## config.mk

```make
export PLATFORM = sky130hd
export DESIGN_NAME = mem_access_seq
export DESIGN_NICKNAME = d
export VERILOG_FILES = /design/src/rtl/mem_access_seq.sv
export SDC_FILE = /design/constraint.sdc
export NUM_CORES = 1
export LEC_CHECK = 0
export ABC_AREA = 1
export BUFFER_PORTS_ARGS = -buffer_cell sky130_fd_sc_hd__clkbuf_2
export CORE_MARGIN = 3
export CORE_UTILIZATION = 35
export DETAILED_ROUTE_END_ITERATION = 8
export SETUP_SLACK_MARGIN = 0.15
export SLEW_MARGIN = 20
export SYNTH_ARGS = -nofsm -noshare
export SYNTH_HDL_FRONTEND = slang
export SYNTH_SLANG_ARGS = --single-unit
export TNS_END_PERCENT = 20
```

## constraint.sdc

```tcl
create_clock -name clk -period 3.27 [get_ports clk]
set_input_delay 0.1635 -clock clk [delete_from_list [all_inputs] [get_ports clk]]
set_output_delay 0.1635 -clock clk [all_outputs]
set_load 0.03 [all_outputs]
```

## src/rtl/mem_access_seq.sv

```systemverilog
// ---------------------------------------------------------------------------
// mem_access_seq
//
// Purpose:
//   Load/store sequencer that sits directly in front of the 8x11-bit data RAM
//   of the 4-bit CPU. It turns one load/store request into the RAM port
//   activity that the request needs. There are two addressing modes:
//     - direct   : the access uses the request address.
//     - indirect : first read a pointer cell through read port 1, then do the
//                  access at the address held in that cell.
//   The sequencer drives only the RAM write port and read port 1. Read port 2
//   stays with the datapath.
//
// Parameters:
//   DATA_W   RAM word width.
//   ADDR_W   RAM address width.
//   PTR_LSB  Lowest bit of the pointer field inside a RAM word.
//
// Ports:
//   clk             in   system clock, rising edge
//   reset           in   asynchronous, active-low reset
//   start           in   request strobe, sampled only while idle
//   is_store        in   1 = store, 0 = load
//   indirect        in   1 = indirect through a pointer cell, 0 = direct
//   addr            in   direct address, or pointer-cell address
//   wdata           in   store data
//   Read_Data_1     in   RAM read port 1 data (combinational in address)
//   Read_Address_1  out  RAM read port 1 address
//   Write_Address   out  RAM write address
//   Write_Data      out  RAM write data
//   Write_Enable    out  RAM write strobe
//   rdata           out  result of the last load
//   busy            out  a request is in progress
//   done            out  one-cycle completion pulse
// ---------------------------------------------------------------------------
module mem_access_seq #(
  parameter int DATA_W  = 11,
  parameter int ADDR_W  = 3,
  parameter int PTR_LSB = 0
) (
  input  logic              clk,
  input  logic              reset,
  input  logic              start,
  input  logic              is_store,
  input  logic              indirect,
  input  logic [ADDR_W-1:0] addr,
  input  logic [DATA_W-1:0] wdata,
  input  logic [DATA_W-1:0] Read_Data_1,
  output logic [ADDR_W-1:0] Read_Address_1,
  output logic [ADDR_W-1:0] Write_Address,
  output logic [DATA_W-1:0] Write_Data,
  output logic              Write_Enable,
  output logic [DATA_W-1:0] rdata,
  output logic              busy,
  output logic              done
);

  typedef enum logic [1:0] {
    IDLE   = 2'd0,
    PTR    = 2'd1,
    ACCESS = 2'd2,
    DONE   = 2'd3
  } state_e;

  state_e state_q, state_d;

  // Request fields latched at acceptance, so later input changes cannot
  // disturb a request that is already running.
  logic              isStore_q,  isStore_d;
  logic              indirect_q, indirect_d;
  logic [ADDR_W-1:0] addr_q,     addr_d;
  logic [DATA_W-1:0] wdata_q,    wdata_d;
  logic [ADDR_W-1:0] ptr_q,      ptr_d;
  logic [DATA_W-1:0] rdata_q,    rdata_d;

  logic [ADDR_W-1:0] effAddr;

  // The address the ACCESS cycle works on: the pointer fetched from RAM in
  // indirect mode, otherwise the address latched with the request.
  assign effAddr = indirect_q ? ptr_q : addr_q;

  // State register. Reset drops the request at once, so a store that was
  // interrupted never reaches its write cycle.
  always_ff @(posedge clk or negedge reset) begin
    if (!reset) begin
      state_q <= IDLE;
    end else begin
      state_q <= state_d;
    end
  end

  // Next-state logic. start counts only in IDLE, so a strobe that arrives
  // while a request is running is dropped, not queued. DONE always goes back
  // to IDLE, which is the cycle in which a held start is accepted again.
  always_comb begin
    state_d = state_q;
    case (state_q)
      IDLE: begin
        if (start) begin
          state_d = indirect ? PTR : ACCESS;
        end
      end
      PTR:     state_d = ACCESS;
      ACCESS:  state_d = DONE;
      DONE:    state_d = IDLE;
      default: state_d = IDLE;
    endcase
  end

  // Next values for the request registers. The pointer is captured at the
  // end of PTR. Only the pointer field of that word is kept; the other bits
  // of the pointer cell are ignored. A load result is captured at the end
  // of ACCESS. Stores leave rdata unchanged.
  always_comb begin
    isStore_d  = isStore_q;
    indirect_d = indirect_q;
    addr_d     = addr_q;
    wdata_d    = wdata_q;
    ptr_d      = ptr_q;
    rdata_d    = rdata_q;
    case (state_q)
      IDLE: begin
        if (start) begin
          isStore_d  = is_store;
          indirect_d = indirect;
          addr_d     = addr;
          wdata_d    = wdata;
        end
      end
      PTR: begin
        ptr_d = Read_Data_1[PTR_LSB +: ADDR_W];
      end
      ACCESS: begin
        if (!isStore_q) begin
          rdata_d = Read_Data_1;
        end
      end
      default: begin
      end
    endcase
  end

  // Request and result registers. All of them clear on reset.
  always_ff @(posedge clk or negedge reset) begin
    if (!reset) begin
      isStore_q  <= 1'b0;
      indirect_q <= 1'b0;
      addr_q     <= '0;
      wdata_q    <= '0;
      ptr_q      <= '0;
      rdata_q    <= '0;
    end else begin
      isStore_q  <= isStore_d;
      indirect_q <= indirect_d;
      addr_q     <= addr_d;
      wdata_q    <= wdata_d;
      ptr_q      <= ptr_d;
      rdata_q    <= rdata_d;
    end
  end

  // Output decode. Every output comes from registered state and latched
  // fields only. The write port stays at zero except during the ACCESS
  // cycle of a store. That cycle lasts exactly one clock, so a store gives
  // exactly one write strobe.
  always_comb begin
    Read_Address_1 = '0;
    Write_Address  = '0;
    Write_Data     = '0;
    Write_Enable   = 1'b0;
    busy           = 1'b0;
    done           = 1'b0;
    case (state_q)
      IDLE: begin
      end
      PTR: begin
        busy           = 1'b1;
        Read_Address_1 = addr_q;
      end
      ACCESS: begin
        busy           = 1'b1;
        Read_Address_1 = effAddr;
        if (isStore_q) begin
          Write_Enable  = 1'b1;
          Write_Address = effAddr;
          Write_Data    = wdata_q;
        end
      end
      DONE: begin
        busy = 1'b1;
        done = 1'b1;
      end
      default: begin
      end
    endcase
  end

  assign rdata = rdata_q;

endmodule
```

==> summary.txt, run 1 <==
Outcome
  – Status: finished with violations
  – Failing checks: negative hold slack

Route
  – Post-route ant nets: 0
  – Detailed Route WL: 3186 microns
  – DR WL/cell: roughly 11 microns
  – DR vias: 1263
  – Residual DRC count: 0
  – Initial DRT Pass Iterations: 4
  – DR iter-0 viols: 63
  – Vias per std cell: around 4.3

Synthesis
  – Yosys reg bits: 32
  – Post-synthesis sequential area ratio: 0.5289
  – Post-synth top flop: dfrtp_1
  – EDFF count, synth: 0
  – Post-Synthesis Net Count: 218
  – Mapped Cells: 183
  – Ys async rst share: 1.000
  – Fraction of the mapped netlist area in simple logic gates: 0.2281
  – Synth warnings: 0
  – Yosys top cell area share: 0.5289
  – Cell area after synthesis: 1514 sq um
  – Most common cell in the synthesized netlist: nand2_1
  – Biggest area consumer among synthesized cells: dfrtp_1
  – Mux contribution to synthesized area: 0
  – Post-Synth Adder-Cell Area: 0.04132
  – Post-synthesis compound-gate area fraction: 0.08843
  – Post-synth top cells: 40 x nand2_1, 32 x dfrtp_1, 30 x nor2_1
  – Mean Syn Cell Area: between 8 and 9 sq um
  – Synth cell types: 16
  – Post-synthesis xor/xnor area fraction: 0
  – Synth top area cells: dfrtp_1 53%, nand2_1 9.9%, nor2_1 7.4%
  – Largest family of logic cells by synthesized area: simple AND/OR/NAND/NOR gates

Power and ir drop
  – PD cells: ~1100 nW/um^2
  – Worst vdd ir: around 0.44 mV
  – Leakage: 1.112 nW
  – Tot Pwr: 2.105 mW

Floorplanning
  – Die Width: about 70 microns
  – Die Y: 71.77 microns
  – Initial Utilization: 0.3705
  – Rows: 23
  – Core area: 4086 sq um
  – Ports: 61
  – Die Area: slightly above 5000 sq um

STA
  – RSZ-0062 raised after global routing: false
  – Hold Slack: -0.03708 ns
  – Slew Limit Fails: 0
  – Slew @ Worst Pin: 0.7968 ns
  – Final period util: 0.6680
  – Fin. Hold Viols: 32
  – Min Tclk post-route: 2.185 ns
  – Max Fclk: approximately 0.46 GHz
  – Worst Clk Skew: 0.002749 ns
  – Slew margin rel.: 0.4688
  – Setup TNS: 0 ns
  – Final Setup Violations: 0
  – Fin worst setup slack: 1.086 ns

Critical path
  – Worst R2R Setup Slack: between 1 and 1.5 ns
  – Critical path required time: 3.11 ns
  – Crit Path Max Fanout: 17
  – R2r endpoint: rdata[2]
  – CP endpoint kind: output pin
  – Worst r2r src: state_q[0]
  – CP arrival: slightly above 2 ns
  – Worst setup SP type: flip-flop
  – Worst r2r path cells: 5
  – Setup CP Type: reg -> out

Clock network
  – Clock transition at path regs: 0.06 ns
  – Clock buffer depth: 2
  – Hold-fix buffers, CTS: 0
  – CTS tree: done
  – Cts repair resizes: 0
  – Cts bufs inserted: 5
  – Root Buffer: clkbuf_8
  – Post-CTS setup buffers: 0
  – H-tree levels: 2
  – Clock latency on the worst-skew pair: 0.28 ns
  – Num Clock Sinks: 32

Final layout
  – Fin nets: about 280
  – Ant. Diodes: 0
  – Area Overhead vs Synth: 25.45%
  – Final core utilization: 0.4648
  – Layout cells sized above 1: 0.2988
  – Non-Filler Instances: 291

Global route
  – All-layer global routing usage: 0.1343
  – Antenna violations before repair: 0
  – Largest net degree at the start of global routing: 33
  – Vias in the first global route: roughly 1200
  – Global route overflow: 0
  – First-pass GRT wire length: 5402 microns

Place
  – IO buf count: 60
  – DP HPWL: 2269 microns
  – Inst Count DP: 284
  – GPL Wtd Cong: 0.7535
  – DP Worst Slack: 1.360 ns

Run
  – Max-cap violations: 0

Min path
  – Worst Hold Class: in -> async
[cell usage in the layout, fill, tap and decap left out]
cell type  instances
a21oi_1           16
a21oi_2            2
clkbuf_2          60
clkbuf_8           7
dfrtp_1           32
ha_1               5
inv_1             25
inv_2              1
nand2_1           40
nand2_2            2
nand3_1           14
nor2_1            30
o21ai_0            5
o21ai_1            1
o22ai_1            1
[flip-flops by register name, indices dropped and copies added, names as in the netlist]
signal	flops
state_q	2
ptr_q	3
rdata	11
wdata_q	11
isStore_q	1
addr_q	3
indirect_q	1
[kinds of logic (layout without fill, tap and decap cells)]
| kind of cell | count (synthesis) | after routing |
|---|---|---|
| AO/OA/AOI/OAI | 25 | 25 |
| adder cells (fa/ha/maj) | 5 | 5 |
| buffers and inverters | 35 | 93 |
| flip-flops | 32 | 32 |
| AND/OR/NAND/NOR | 86 | 86 |
[how the worst max path moves through the flow]
stage               startpoint             end  cells after the start
finish              state_q[0]  Write_Data[10]                      5
global route        state_q[0]   Write_Data[8]                      5
CTS                 state_q[0]   Write_Data[2]                      5
detailed placement  state_q[0]   Write_Data[2]                      5
global placement    state_q[0]   Write_Data[6]                      5
floorplan           state_q[0]   Write_Data[0]                      6
[where the power goes]
part	switching, mW	leakage (nW)	internal (mW)
Combinational	0.804	0.691	0.307
Clock	0.134	0.0503	0.187
Sequential	0.0833	0.370	0.589
Total	1.02	1.11	1.08
[final cells by class]
cell class              instances  area [sq um]
flip-flops and latches         32         800.8
clock buffers                   7         96.34
well taps                      50         62.56
fillers                       447          2187
repair buffers                 60         300.3
inverters                      26         97.59
multi-input cells             116         541.8
[stage by stage]
stage	cell area (sq um)	hold slack, ns
after floorplan	1514	-0.1321
after global placement	1803	0.2957
after detailed placement	1803	0.3020
after CTS	1899	0.0005481
after global routing	1899	0.02148
final	1899	-0.03708
[per-layer routing]
| layer | vias to the layer above | GRT usage | share of wire |
|---|---|---|---|
| met5 | - | 0 | 0 |
| met4 | 0 | 0.06889 | 0.012 |
| met3 | 4 | 0.05049 | 0.10 |
| met2 | 53 | 0.1949 | 0.42 |
| met1 | 535 | 0.1742 | 0.47 |
| li1 | 671 | - | - |
[critical path, stage by stage, from the launching register on]
cell and delay, ns:
dfrtp_1 0.40, inv_1 0.12, ha_1 0.56, nand2_2 0.29, nor2_1 0.16, clkbuf_2 0.22
No activity file was read; power rests on OpenSTA's default activity.
==> run 2, diff against run 1 <==
==> constraint.sdc (replaced) <==
create_clock -name clk -period 1.9 [get_ports clk]
set_input_delay 0.095 -clock clk [delete_from_list [all_inputs] [get_ports clk]]
set_output_delay 0.095 -clock clk [all_outputs]
set_load 0.03 [all_outputs]
==> run 2 against run 1 <==
Effect of this change: the run now ends clean; combinational power is 78% higher; sequential power rose by 76%; clock skew grew 0.00080 ns; utilization grew 1.1 points; routed wire length grew 4.7%; register-to-register slack worse by 1.1 ns; count of clock-buffer cells in the layout up 1; highest routed layer unchanged.
==> summary.txt, run 2 (synthesis gave the netlist of run 1 again) <==
Outcome
  – Status: finished, final reports clean

Final layout
  – Reg area: 800.8 sq um
  – Area Overhead vs Synth: 28.51%
  – Commonest non-fill, non-tap cell in the layout: clkbuf_2
  – Most frequent cells in the layout: 59 x clkbuf_2, 40 x nand2_1, 32 x dfrtp_1
  – Finished layout cell area: 1946 sq um
  – # fillers: 428
  – Ant. Diodes: 0
  – Final core utilization: 0.4761
  – Layout cells sized above 1: 0.3074
  – Non-Filler Instances: 294
  – Fin nets: 278
  – Area taken by multi-input logic gates: 576.8 sq um

Route
  – Vias per std cell: 4.442
  – DR vias: roughly 1300
  – Detailed Route WL: 3336 microns
  – Initial DRT Pass Iterations: 4
  – Post-route ant nets: 0
  – Residual DRC count: 0
  – DR WL/cell: 11.35 microns
  – DR iter-0 viols: between 50 and 60

Power and ir drop
  – Sequential share of power: 0.321
  – Leakage: 1.127 nW
  – Clock power share: 0.143
  – Psw: 1.810 mW
  – Gate power share: 0.537
  – Internal Power: 1.884 mW
  – Tot Pwr: 3.694 mW
  – PD cells: 1899 nW/um^2
  – Net Sw Frac: 0.4901
  – Worst vdd ir: ~0.70 mV

Clock network
  – Root Buffer: clkbuf_8
  – Clock transition at path regs: around 0.060 ns
  – H-tree levels: 2
  – Post-CTS setup buffers: 0
  – Num Clock Sinks: 32
  – Clock buffer depth: 2
  – Clock latency on the worst-skew pair: 0.28 ns
  – CTS tree: done
  – Cts bufs inserted: 5

STA
  – Slew Limit Fails: 0
  – Slew margin rel.: 0.4700
  – Hold Slack: 0.05461 ns
  – Slew @ Worst Pin: 0.7950 ns
  – Min Tclk post-route: 1.683 ns
  – Final period util: 0.8860
  – Fin. Hold Viols: 0
  – Final Setup Violations: 0
  – Max Fclk: approximately 0.59 GHz
  – RSZ-0062 raised after global routing: true
  – Fin worst setup slack: 0.2165 ns
  – Worst Clk Skew: 0.003547 ns
  – Setup TNS: 0 ns

Global route
  – All-layer global routing usage: 0.1378
  – Global route overflow: 0
  – First-pass GRT wire length: 5437 microns
  – Largest net degree at the start of global routing: 33
  – Vias in the first global route: 1214
  – Antenna violations before repair: 0

Place
  – DP Worst Slack: 0.3392 ns
  – IO buf count: 60
  – GPL Wtd Cong: 0.7873
  – Inst Count DP: between 200 and 300
  – Post-DP Area: 1810 sq um
  – DP HPWL: 2388 microns

Critical path
  – Delay-heaviest family, CP: buffers and inverters
  – CP bufs+invs: 3
  – Setup CP Type: reg -> out
  – Critical path's slowest cell: dfrtp_1
  – Largest stage delay, worst path: 0.42 ns
  – Critical path required time: 1.80 ns
  – CP cell instances: inv_1 -> ha_1 -> inv_1 -> a21oi_1 -> clkbuf_2
  – Worst setup SP type: flip-flop
  – R2r endpoint: rdata[6]
  – CP startpoint: state_q[1]
  – CP Depth: 5
  – Critical Path Most Common Cell: inv_1
  – CP endpoint kind: output pin
  – Crit path to: Read_Address_1[2]
  – Worst R2R Setup Slack: 0.43 ns
  – Crit Path Max Fanout: 4
  – Worst r2r src: state_q[0]
  – Worst r2r path cells: 6
  – CP arrival: 1.59 ns

Floorplanning
  – Die Area: 5151 sq um
  – Die Y: 71.77 microns
  – Die Width: just over 70 microns
  – Ports: 61
  – Core area: ~4100 sq um
  – Rows: 23
  – Initial Utilization: 0.3705

Run
  – Max-cap violations: 0

Min path
  – Worst Hold Class: in -> reg
  – Min-delay src: wdata[0]
==> run 2: cell types whose count changed in the layout (fill, tap and decap cells not counted), sizes merged <==
cell	delta
buf	+2
dlygate4sd3	+1
==> run 2: per-layer routing <==
metal  GRT usage  up-vias  share of wire
met2      0.2153       57           0.43
li1            -      679              -
met5           0        -              0
met1      0.1673      564           0.45
met3     0.05891        6           0.11
met4     0.05637        0          0.016
==> run 2: layout make-up <==
type	count	area share
well taps	50	0.03215
multi-input cells	116	0.2965
repair buffers	62	0.1633
flip-flops and latches	32	0.4116
inverters	26	0.05016
clock buffers	8	0.04630
==> run 2: what timing repair did <==
action                     4_1_cts  5_1_grt
hold buffers                     1        0
setup endpoints to repair       14       18
gates resized for setup          0        8
pin swaps                        0        0
hold endpoints to repair        32        0
==> run 2: power groups by stage <==
stage	combinational (mW)	clock, mW	sequential [mW]
finish	1.98	0.527	1.18
global route	2.21	0.575	1.22
CTS	1.96	0.553	1.17
detailed placement	1.96	0	1.18
global placement	1.94	0	1.17
floorplan	1.29	0	1.38
==> run 2: worst register-to-register path, delay by kind of cell, from the launching register on <==
kind / cells / cell delay [ns]
adders and majority gates: 1 / 0.19
buffers and inverters: 2 / 0.32
DFF: 1 / 0.43
and+or+nand+nor: 3 / 0.42
==> run 2: how the worst min path moves through the flow <==
stage            endpoint  slack (ns)  cells past startpoint
2_1_floorplan   addr_q[0]       -0.20                      0
3_3_place_gp     rdata[6]        0.23                      1
3_5_place_dp     rdata[6]        0.23                      1
4_1_cts          ptr_q[0]        0.04                      3
6_report       wdata_q[0]        0.05                      3
5_1_grt          rdata[5]        0.05                      3
